===== config.mk =====
export PLATFORM = sky130hd
export DESIGN_NAME = mine_placer
export DESIGN_NICKNAME = d
export VERILOG_FILES = /design/src/rtl/mine_placer.sv
export SDC_FILE = /design/constraint.sdc
export NUM_CORES = 1
export LEC_CHECK = 0
export CORE_MARGIN = 2
export CORE_UTILIZATION = 35
export DETAILED_ROUTE_END_ITERATION = 6
export GPL_TIMING_DRIVEN = 0
export PLACE_DENSITY_LB_ADDON = 0.15
export SLEW_MARGIN = 20
export SYNTH_ARGS = -nofsm -noshare
export SYNTH_HDL_FRONTEND = slang
export SYNTH_SLANG_ARGS = --single-unit

===== constraint.sdc =====
create_clock -name in_clka -period 2.3 [get_ports in_clka]
set_input_delay 0.575 -clock in_clka [delete_from_list [all_inputs] [get_ports in_clka]]
set_output_delay 0.575 -clock in_clka [all_outputs]
set_load 0.02 [all_outputs]

===== src/rtl/mine_placer.sv =====
`default_nettype none
// ============================================================================
// mine_placer : places N unique mines on a ROWS x COLS board using LFSR
//               rejection sampling; optional macro SAFE_NEIGHBOURHOOD_EN
//               protects the safe cell's 8-neighbourhood too.
// Revision    : 1.0
// ============================================================================
module mine_placer #(
  parameter  int ROWS  = 5,
  parameter  int COLS  = 5,
  localparam int CELLS = ROWS * COLS,
  localparam int IDX_W = $clog2(CELLS),
  localparam int CNT_W = $clog2(CELLS + 1)
) (
  input  logic             in_clka,
  input  logic             in_reset,
  input  logic             in_start,
  input  logic [15:0]      in_seed,
  input  logic [CNT_W-1:0] in_mines_num,
  input  logic [IDX_W-1:0] in_safe_idx,
  output logic             out_busy,
  output logic             out_place_done,
  output logic             out_clamped,
  output logic [CNT_W-1:0] out_mine_count,
  output logic [CELLS-1:0] out_mines
);
  localparam logic [IDX_W:0]   CELLS_I = (IDX_W + 1)'(CELLS);
  localparam logic [CNT_W-1:0] CELLS_C = CNT_W'(CELLS);

  typedef enum logic [1:0] {IDLE = 2'd0, PLACE = 2'd1, DONE = 2'd2} state_t;
  state_t state, state_nx;

  logic [15:0]      lfsr;
  logic [15:0]      lfsr_nx;
  logic [IDX_W-1:0] cand;
  logic [CELLS-1:0] cand_bit;
  logic             cand_on_board;
  logic             excluded;
  logic             accept;
  logic             last;
  logic             start_ok;
  logic [CNT_W-1:0] target;
  logic [CNT_W-1:0] excl_n;
  logic [CNT_W-1:0] max_mines;
  logic [CNT_W-1:0] req_target;

  assign lfsr_nx       = {lfsr[14:0], lfsr[15] ^ lfsr[13] ^ lfsr[12] ^ lfsr[10]};
  assign cand          = lfsr[IDX_W-1:0];
  assign cand_bit      = {{(CELLS - 1){1'b0}}, 1'b1} << cand;
  assign cand_on_board = {1'b0, cand} < CELLS_I;

`ifdef SAFE_NEIGHBOURHOOD_EN
  localparam logic [IDX_W-1:0] COLS_I   = IDX_W'(COLS);
  localparam logic [IDX_W-1:0] ROW_LAST = IDX_W'(ROWS - 1);
  localparam logic [IDX_W-1:0] COL_LAST = IDX_W'(COLS - 1);
  localparam logic [IDX_W:0]   ONE_I    = (IDX_W + 1)'(1);

  logic [IDX_W-1:0] req_row, req_col, safe_row, safe_col, cand_row, cand_col;
  logic [3:0]       span_r, span_c;
  logic             safe_valid, row_near, col_near;

  assign req_row  = in_safe_idx / COLS_I;
  assign req_col  = in_safe_idx % COLS_I;
  // Neighbourhood size is the product of the in-board row span and col span.
  assign span_r   = 4'd1 + {3'b0, req_row != '0} + {3'b0, req_row != ROW_LAST};
  assign span_c   = 4'd1 + {3'b0, req_col != '0} + {3'b0, req_col != COL_LAST};
  assign excl_n   = ({1'b0, in_safe_idx} < CELLS_I) ? CNT_W'(span_r * span_c) : '0;

  assign cand_row = cand / COLS_I;
  assign cand_col = cand % COLS_I;
  assign row_near = ({1'b0, cand_row} + ONE_I >= {1'b0, safe_row}) &&
                    ({1'b0, cand_row} <= {1'b0, safe_row} + ONE_I);
  assign col_near = ({1'b0, cand_col} + ONE_I >= {1'b0, safe_col}) &&
                    ({1'b0, cand_col} <= {1'b0, safe_col} + ONE_I);
  assign excluded = safe_valid && row_near && col_near;

  always_ff @(posedge in_clka or posedge in_reset) begin
    if (in_reset) begin
      safe_row   <= '0;
      safe_col   <= '0;
      safe_valid <= 1'b0;
    end else if (start_ok) begin
      safe_row   <= req_row;
      safe_col   <= req_col;
      safe_valid <= {1'b0, in_safe_idx} < CELLS_I;
    end
  end
`else
  logic [IDX_W-1:0] safe_q;

  // An off-board safe index never matches an on-board candidate.
  assign excl_n   = CNT_W'({1'b0, in_safe_idx} < CELLS_I);
  assign excluded = (cand == safe_q);

  always_ff @(posedge in_clka or posedge in_reset) begin
    if (in_reset) begin
      safe_q <= '0;
    end else if (start_ok) begin
      safe_q <= in_safe_idx;
    end
  end
`endif

  assign max_mines  = CELLS_C - excl_n;
  assign req_target = (in_mines_num > max_mines) ? max_mines : in_mines_num;
  assign start_ok   = in_start && (state != PLACE);
  assign accept     = (state == PLACE) && cand_on_board &&
                      !(|(out_mines & cand_bit)) && !excluded;
  assign last       = accept && (out_mine_count + CNT_W'(1) == target);

  always_ff @(posedge in_clka or posedge in_reset) begin
    if (in_reset) state <= IDLE;
    else          state <= state_nx;
  end

  always_comb begin
    state_nx = state;
    case (state)
      IDLE, DONE: if (in_start) state_nx = (req_target == '0) ? DONE : PLACE;
      PLACE:      if (last)     state_nx = DONE;
      default:    state_nx = IDLE;
    endcase
  end

  always_ff @(posedge in_clka or posedge in_reset) begin
    if (in_reset) begin
      lfsr           <= 16'h0001;
      target         <= '0;
      out_clamped    <= 1'b0;
      out_mine_count <= '0;
      out_mines      <= '0;
    end else if (start_ok) begin
      lfsr           <= (in_seed == 16'h0000) ? 16'h0001 : in_seed;
      target         <= req_target;
      out_clamped    <= in_mines_num > max_mines;
      out_mine_count <= '0;
      out_mines      <= '0;
    end else if (state == PLACE) begin
      lfsr <= lfsr_nx;
      if (accept) begin
        out_mines      <= out_mines | cand_bit;
        out_mine_count <= out_mine_count + CNT_W'(1);
      end
    end
  end

  assign out_busy       = (state == PLACE);
  assign out_place_done = (state == DONE);

endmodule
`default_nettype wire


==> flow_summary.ini, run 1 <==
[critical_path]
max_stage_delay_ns = 0.59
cp-start-kind = flop
slowest_stage = dfstp_2
rr_worst_depth = 8
r2r_end = out_mine_count[1]
worstSetupEndpointType = flop
cp.required_ns = 2.56
crit_chain = and2b_1, buf_2, a32oi_1, o31ai_4, nor3_4, buf_12, buf_6, mux2i_1
reg2reg_slack_ns = 0.07
worstSetupPathType = flop to flop
arrival_ns = 2.49
reg2reg_from = lfsr[0]
critPathMaxFanout = 10

[synthesis]
seq_area_frac_synth = 0.456
yosysWarnings = 0
ys_seq_elements = 59
syn_inst = 300
synth-edff-count = 0
synthFlopType = dfrtp_1
syn_area_sq_um = 3240
async_flop_share = 1.00
synth_cell_types = 57
syn_avg_cell_area_sq_um = 10.8
syn-num-nets = 331

[finish]
finalNetCount = 407
drive_gt1_frac = 0.213
area_growth_pct = 31.3
diodes = 0
utilization = 0.467
seq_area_sq_um = 1480
final_cell_count_no_fill = 492
multi_input_area_sq_um = 1610
fillers = 898

[die]
dieWidth_um = 100
core_area_sq_um = 9110
start_util = 0.355
rows = 35
die_h_um = 100
die_area_sq_um = 10000
io_pins = 62

[grt]
antenna_found_initial = 0
grt_pass1_vias = 2626
grt_max_degree = 40
grt.total_usage = 0.177
grt_pass1_wl_um = 13600
grt.overflow.total = 0

[clock_tree]
cts_buffer_depth = 2
hold_buffers = 0
clk_pin_slew_ns = 0.07
numCtsBuffers = 9
htree_levels = 3
cts_tree = done
clock_sinks = 59
insertion_delay_ns = 0.34
root_buffer = clkbuf_8

[routing]
wl_per_cell_um = 17.5
wl_um = 8620
dr_total_vias = 2653
drtAntennaViolNets = 0
vias_per_cell = 5.39
first_iter_violations = 93
drc = 0
firstDrtPassIters = 4

[flow_run]
timing.max_cap.violations = 0

[placement]
dpl.cell_count = 473
port_buffers = 61
place_hpwl_um = 6190
gp_congestion = 0.847

[timing]
worst_pin_slew_ns = 0.627
finalSetupViolCount = 0
finalClockSkew_ns = 0.00869
max_slew_margin = 0.582
slew_violations = 0
finalSetupTns_ns = 0
finalCriticalPeriod_ns = 2.23
fmax_mhz = 449
timing.final.crit_share = 0.968
hold_viol = 0

[pwr]
p_leak_nw = 1.86
power_density_nw_per_um2 = 1470
ir_drop_uv = 537

[min_path]
whs_path_depth = 2
min_from = lfsr[11]
min_path_type = flop to flop
hold_end = lfsr[12]

[run_status]
outcome = finished, final reports clean
-- timing repair --
item,4_1_cts,5_1_grt
gates cloned,0,1
pin swaps,0,3
buffers inserted,0,3
endpoints found under the setup margin,24,38
gates resized for setup,4,14
-- state kept, by name, summed over array words and instances (netlist names) --
name,count
out_clamped,1
target,5
safe_q,5
lfsr,16
out_mines,25
out_mine_count,5
state,2
-- synth_stat cells, types with 2 or more instances --
cell type / instances / area, sq um
a32o_1: 11 / 110
nand2b_1: 4 / 25.0
buf_1: 3 / 11.3
nand3_1: 6 / 30.0
and3b_2: 3 / 30.0
nor4_1: 5 / 31.3
nor3_1: 5 / 25.0
nand3b_1: 4 / 30.0
a2111o_1: 3 / 33.8
a32o_2: 14 / 158
ha_1: 2 / 25.0
nor3b_1: 2 / 15.0
nand2_1: 34 / 128
or2_2: 2 / 12.5
buf_2: 5 / 25.0
xnor2_1: 5 / 43.8
dfrtp_1: 58 / 1450
and3_1: 2 / 12.5
mux2i_1: 20 / 200
clkbuf_1: 9 / 33.8
a21oi_1: 4 / 20.0
inv_1: 3 / 11.3
o2bb2ai_1: 2 / 17.5
and2_1: 3 / 18.8
or3_1: 2 / 12.5
mux2_2: 10 / 113
a32oi_1: 2 / 17.5
buf_4: 3 / 22.5
o21ai_0: 26 / 130
buf_6: 6 / 67.6
nor2_1: 8 / 30.0
xor2_1: 7 / 61.3
nor2b_1: 3 / 18.8
-- kinds of logic after synthesis --
kind of cell | share of synthesized area
AO/OA/AOI/OAI | 0.195
XOR/XNOR | 0.0325
adder cells (fa/ha/maj) | 0.00773
buffers and inverters | 0.0541
flip-flops | 0.456
multiplexers | 0.0966
AND/OR/NAND/NOR | 0.158
-- how the worst max path moves through the flow --
stage | end | startpoint | slack, ns
5_1_grt | out_mine_count[1] | lfsr[0] | -0.006
3_5_place_dp | lfsr[6] | in_start | -0.33
3_3_place_gp | out_mines[14] | in_reset | -0.93
2_1_floorplan | lfsr[10] | in_reset | 0.27
4_1_cts | out_busy | state[0] | 0.005
6_report | out_mine_count[1] | lfsr[0] | 0.07
-- report_power, final --
part	leakage (nW)	internal, mW	switching, mW
clock	0.0905	0.448	0.421
sequential	0.756	1.49	0.382
combinational	1.01	1.65	1.86
-- placed cells by master, fill, tap and decap left out, types with 6 or more instances in the layout --
master,netlist,final
a32o_2,14,14
nand3_1,6,6
xor2_1,7,7
buf_4,3,6
dfrtp_1,58,58
mux2i_1,20,20
buf_2,5,6
clkdlybuf4s50_1,0,60
nand2_1,34,34
clkbuf_1,9,8
nor2_1,8,8
mux2_2,10,10
buf_6,6,6
a32o_1,11,11
clkbuf_8,0,11
o21ai_0,26,25
-- critical path, delay by kind of cell, from the launching register on --
family          cells  cell delay (ns)
simple gates        2             0.42
compound gates      2             0.46
buf+inv             3             0.48
flops               1             0.59
mux                 1             0.20
-- through the flow --
step | worst slack [ns] | power (mW) | area, sq um | hold WS (ns)
6_report | 0.0744 | 6.26 | 4250 | 0.486
3_3_place_gp | -0.927 | 5.16 | 3990 | 0.469
2_1_floorplan | 0.270 | 4.09 | 3240 | 0.449
4_1_cts | 0.00471 | 6.08 | 4180 | 0.489
5_1_grt | -0.00576 | 6.70 | 4250 | 0.508
3_5_place_dp | -0.330 | 5.20 | 4010 | 0.472
-- routing by layer --
metal / track usage / up-vias / routed length, um
li1: - / 1268 / -
met1: 0.237 / 1302 / 4040
met2: 0.276 / 67 / 4080
met3: 0.0425 / 16 / 315
met4: 0.0748 / 0 / 181
met5: 0 / - / 0
-- cell type report --
cell class / instances / area share
clock inverters: 2 / 0.00235
multi-input cells: 211 / 0.379
plain buffers: 25 / 0.0391
well taps: 111 / 0.0327
flip-flops and latches: 59 / 0.348
clock buffers: 14 / 0.0383
inverters: 4 / 0.00412
repair buffers: 66 / 0.157
(Power assumes the default switching activity.)
==> inputs of run 2 (changes only) <==
--- a/config.mk
+++ b/config.mk
@@ -8,7 +8,6 @@
 export CORE_MARGIN = 2
 export CORE_UTILIZATION = 35
 export DETAILED_ROUTE_END_ITERATION = 6
-export GPL_TIMING_DRIVEN = 0
 export PLACE_DENSITY_LB_ADDON = 0.15
 export SLEW_MARGIN = 20
 export SYNTH_ARGS = -nofsm -noshare
==> run 2 against run 1 <==
Compared with the run above:
- first-iteration DRC count up 16%
- die area unchanged
- sequential share of layout area down 0.14 points
- via count down 1.0%
- final cell count up 0.20%
- global-route usage down 0.48 points
- maximum frequency up 1.7%
- clock skew down 0.0016 ns
- non-clock buffer count up 1
- largest cell class unchanged
- highest routed layer unchanged
==> flow_summary.ini, run 2 (synthesis gave the netlist of run 1 again) <==
[critical_path]
cp.required_ns = 1.73
cp-start-kind = flop
worstSetupEndpointType = primary output
critPathMaxFanout = 6
rr_worst_depth = 7
r2r_end = out_mines[17]
arrival_ns = 1.61
reg2reg_slack_ns = 0.12
reg2reg_from = lfsr[2]
worstSetupPathType = flop to primary output

[routing]
wl_per_cell_um = 16.7
firstDrtPassIters = 4
drc = 0
dr_total_vias = 2626
first_iter_violations = 108
drtAntennaViolNets = 0
wl_um = 8220
vias_per_cell = 5.33

[flow_run]
timing.max_cap.violations = 0

[min_path]
min_path_type = flop to flop
hold_end = lfsr[12]
whs_path_depth = 2
min_from = lfsr[11]

[finish]
utilization = 0.469
top_regs = out_mines (25), lfsr (16)
mostFrequentLayoutCell = clkdlybuf4s50_1
area_growth_pct = 31.8
finalNetCount = 408
diodes = 0
final_cell_count_no_fill = 493
drive_gt1_frac = 0.225
top_register = out_mines
final_cell_mix = clkdlybuf4s50_1 (61), dfrtp_1 (58), nand2_1 (34)
largest_reg_flops = 25

[placement]
place_hpwl_um = 6130
port_buffers = 61
gp_congestion = 0.827
dpl_worst_slack_ns = -0.0515
dpl.cell_count = 477

[clock_tree]
cts_tree = done
clock_sinks = 59
htree_levels = 3
root_buffer = clkbuf_8
clk_pin_slew_ns = 0.06
insertion_delay_ns = 0.33
numCtsBuffers = 9
hold_buffers = 0
cts_buffer_depth = 2

[pwr]
ir_drop_uv = 454
p_leak_nw = 1.89
power_density_nw_per_um2 = 1420
power_mw = 6.08

[die]
dieWidth_um = 100
io_pins = 62
start_util = 0.355
core_area_sq_um = 9110
rows = 35
die_h_um = 100
die_area_sq_um = 10000

[grt]
grt_pass1_wl_um = 13500
grt_pass1_vias = 2641
grt.overflow.total = 0
antenna_found_initial = 0
grt_max_degree = 23
grt.total_usage = 0.173

[timing]
hold_viol = 0
timing.final.crit_share = 0.951
slew_violations = 0
fin_ws_ns = 0.112
fmax_mhz = 457
finalClockSkew_ns = 0.00704
rsz0062_at_grt = no
worst_pin_slew_ns = 0.558
max_slew_margin = 0.625
finalCriticalPeriod_ns = 2.19
finalSetupTns_ns = 0
finalSetupViolCount = 0

[run_status]
outcome = finished, final reports clean
## run 2: cell types whose count changed in the layout (fill, tap and decap cells not counted), moves of 2 or more
cell      before  now
buf_4          6   28
buf_2          6    0
buf_6          6    1
clkbuf_1       8    3
clkbuf_2       3    0
buf_1          2    0
## run 2: cell type report
cell class                      instances  area, sq um
Clock buffer                           14          163
Clock inverter                          2         10.0
Fill cell                             890         4840
Inverter                                4         15.0
Multi-Input combinational cell        211         1590
Sequential cell                        59         1480
Tap cell                              111          139
Timing Repair Buffer                   92          872
## run 2: worst max path at each step
stage                   start             to  slack (ns)  depth (start not counted)
2_1_floorplan        in_reset       lfsr[10]        0.27                          1
3_3_place_gp   in_safe_idx[2]      target[0]        0.03                          9
3_5_place_dp   in_safe_idx[2]    out_clamped       -0.05                          7
4_1_cts               lfsr[2]   out_mines[9]        0.07                          7
5_1_grt               lfsr[0]  out_mines[13]        0.02                          7
6_report             state[0]       out_busy        0.11                          2
## run 2: timing repair
item | in CTS | in global routing
buffers inserted | 0 | 0
resized for setup | 1 | 1
setup endpoints to repair | 1 | 14
## run 2: report_power, final
| group | switching (mW) | internal, mW |
|---|---|---|
| combinational | 1.69 | 1.61 |
| sequential | 0.445 | 1.49 |
| clock | 0.399 | 0.448 |
## run 2: through the flow
stage          area (sq um)  hold slack [ns]
2_1_floorplan          3240            0.449
5_1_grt                4270            0.532
3_5_place_dp           4090            0.473
6_report               4270            0.486
4_1_cts                4270            0.491
3_3_place_gp           4090            0.464
## run 2: worst max-delay path, cell delays in order (launching register included)
cell and delay (ns):
dfrtp_1 0.39, nor2b_4 0.25, clkdlybuf4s50_1 0.64
## run 2: metal layers
layer  track usage  part of all wire  vias to the layer above
li1              -                 -                     1266
met1         0.232              0.46                     1277
met2         0.279              0.48                       72
met4        0.0622             0.016                        0
met3        0.0327             0.049                       11
met5             0                 0                        -
==> inputs of run 3 (changes only) <==
--- a/config.mk
+++ b/config.mk
@@ -5,9 +5,13 @@
 export SDC_FILE = /design/constraint.sdc
 export NUM_CORES = 1
 export LEC_CHECK = 0
+export ABC_CLOCK_PERIOD_IN_PS = 2300
+export CELL_PAD_IN_SITES_DETAIL_PLACEMENT = 1
+export CELL_PAD_IN_SITES_GLOBAL_PLACEMENT = 2
 export CORE_MARGIN = 2
 export CORE_UTILIZATION = 35
 export DETAILED_ROUTE_END_ITERATION = 6
+export DONT_BUFFER_PORTS = 1
 export PLACE_DENSITY_LB_ADDON = 0.15
 export SLEW_MARGIN = 20
 export SYNTH_ARGS = -nofsm -noshare
==> run 3 against run 2 <==
Compared with the run above:
- register-to-register slack barely moved
- sequential share of layout area rose by 4.7 points
- sequential cell count did not move
- critical endpoint is now out_mines[0]
- critical path depth rose by 6
- core utilization fell by 5.6 points
- non-clock buffer count fell by 58
- maximum frequency rose by 0.51%
- clock-buffer cell count fell by 3
- clock skew rose by 0.00051 ns
- routed wire length rose by 8.4%
- final cell count fell by 12%
- global-route usage rose by 1.5 points
==> flow_summary.ini, run 3 (synthesis gave the netlist of run 1 again) <==
[routing]
wl_per_cell_um = 20.5
vias_per_cell = 5.71
first_iter_violations = 95
firstDrtPassIters = 4
wl_um = 8910
drtAntennaViolNets = 0
drc = 0
dr_total_vias = 2483

[placement]
place_hpwl_um = 6440
dpl.cell_count = 415
post_dp_cell_area_sq_um = 3480
port_buffers = 0
gp_congestion = 0.773
dpl_worst_slack_ns = 0.0206

[finish]
final_cell_mix = dfrtp_1 (57), nand2_1 (34), buf_4 (30)
diodes = 0
fin_area_sq_um = 3760
area_growth_pct = 16.1
finalNetCount = 350
final_cell_count_no_fill = 435
utilization = 0.413
largest_reg_flops = 25
top_regs = out_mines (25), lfsr (16)
mostFrequentLayoutCell = dfrtp_1
drive_gt1_frac = 0.290
top_register = out_mines

[die]
die_area_sq_um = 10000
io_pins = 62
start_util = 0.355
dieWidth_um = 100
die_h_um = 100
core_area_sq_um = 9110
rows = 35

[critical_path]
critPathTopFamily = compound AO/OA/AOI/OAI gates
worstSetupEndpointType = flop
max_stage_delay_ns = 0.59
slowest_stage = dfstp_2
cp-start-kind = flop
worstSetupPathType = flop to flop
critPathMaxFanout = 18
critical_path_buf_inv_count = 2
arrival_ns = 2.42
reg2reg_slack_ns = 0.12
crit_chain = clkbuf_2, nor2b_2, nand3_1, a311o_1, o21ai_2, nor3_4, buf_12, a32o_2
cp.required_ns = 2.54

[clock_tree]
insertion_delay_ns = 0.35
htree_levels = 3
cts_tree = done
clk_pin_slew_ns = 0.07
cts_buffer_depth = 2
root_buffer = clkbuf_8
clock_sinks = 59
numCtsBuffers = 9

[grt]
grt_pass1_vias = 2545
grt.overflow.total = 0
grt_max_degree = 39
antenna_found_initial = 0
grt_pass1_wl_um = 14300
grt.total_usage = 0.188

[timing]
finalCriticalPeriod_ns = 2.18
hold_viol = 0
slew_violations = 0
fmax_mhz = 459
finalClockSkew_ns = 0.00755
fin_hold_ws_ns = 0.134
finalSetupViolCount = 0
timing.final.crit_share = 0.947
fin_ws_ns = 0.123
rsz0062_at_grt = no
worst_pin_slew_ns = 0.556
finalSetupTns_ns = 0
max_slew_margin = 0.627

[min_path]
min_path_type = primary input to async pin

[run_status]
outcome = finished, final reports clean

[pwr]
power_density_nw_per_um2 = 1640
p_leak_nw = 1.71
power_mw = 6.18
ir_drop_uv = 689

[flow_run]
timing.max_cap.violations = 0
## run 3: cell types whose count changed in the layout (fill, tap and decap cells not counted), moves of 2 or more
cell | previous run | this run
clkdlybuf4s50_1 | 61 | 0
buf_4 | 28 | 30
bufinv_16 | 0 | 3
clkbuf_1 | 3 | 1
nor2b_2 | 0 | 2
## run 3: per-layer routing
metal | global-route usage | up-vias | share of wire | wire length, um
met1 | 0.241 | 1271 | 0.45 | 4050
li1 | - | 1149 | - | -
met2 | 0.299 | 52 | 0.48 | 4300
met3 | 0.0453 | 11 | 0.044 | 388
met5 | 0 | - | 0 | 0
met4 | 0.0864 | 0 | 0.019 | 173
## run 3: what timing repair did
action                                  in CTS  in global routing
hold buffers                                 0                  0
buffers inserted                             0                  4
hold endpoints to repair                     0                  0
endpoints found under the setup margin       0                 32
resized for setup                            0                  3
## run 3: worst paths after layout
| check | start | to | cells past startpoint |
|---|---|---|---|
| setup / recovery | lfsr[0] | out_mines[0] | 8 |
| hold / removal | in_reset | out_clamped | 1 |
| setup reg to reg | lfsr[0] | out_mines[0] | 8 |
| hold reg to reg | lfsr[8] | lfsr[9] | 2 |
| max in group asynchronous | in_reset | lfsr[0] | 2 |
| min in group in_clka | in_mines_num[1] | target[1] | 2 |
## run 3: power breakdown
| part | internal [mW] | switching (mW) | leakage [nW] |
|---|---|---|---|
| Sequential | 1.49 | 0.666 | 0.755 |
| Clock | 0.746 | 0.434 | 0.123 |
| Combinational | 1.35 | 1.50 | 0.833 |
| Total | 3.58 | 2.60 | 1.71 |
## run 3: layout make-up
cell class / instances / area [sq um]
fill: 1015 / 5350
multi-input combinational: 211 / 1600
sequential: 59 / 1480
timing repair buffer: 34 / 290
clock buffer: 11 / 141
tap: 111 / 139
clock inverter: 5 / 100
inverter: 4 / 15.0
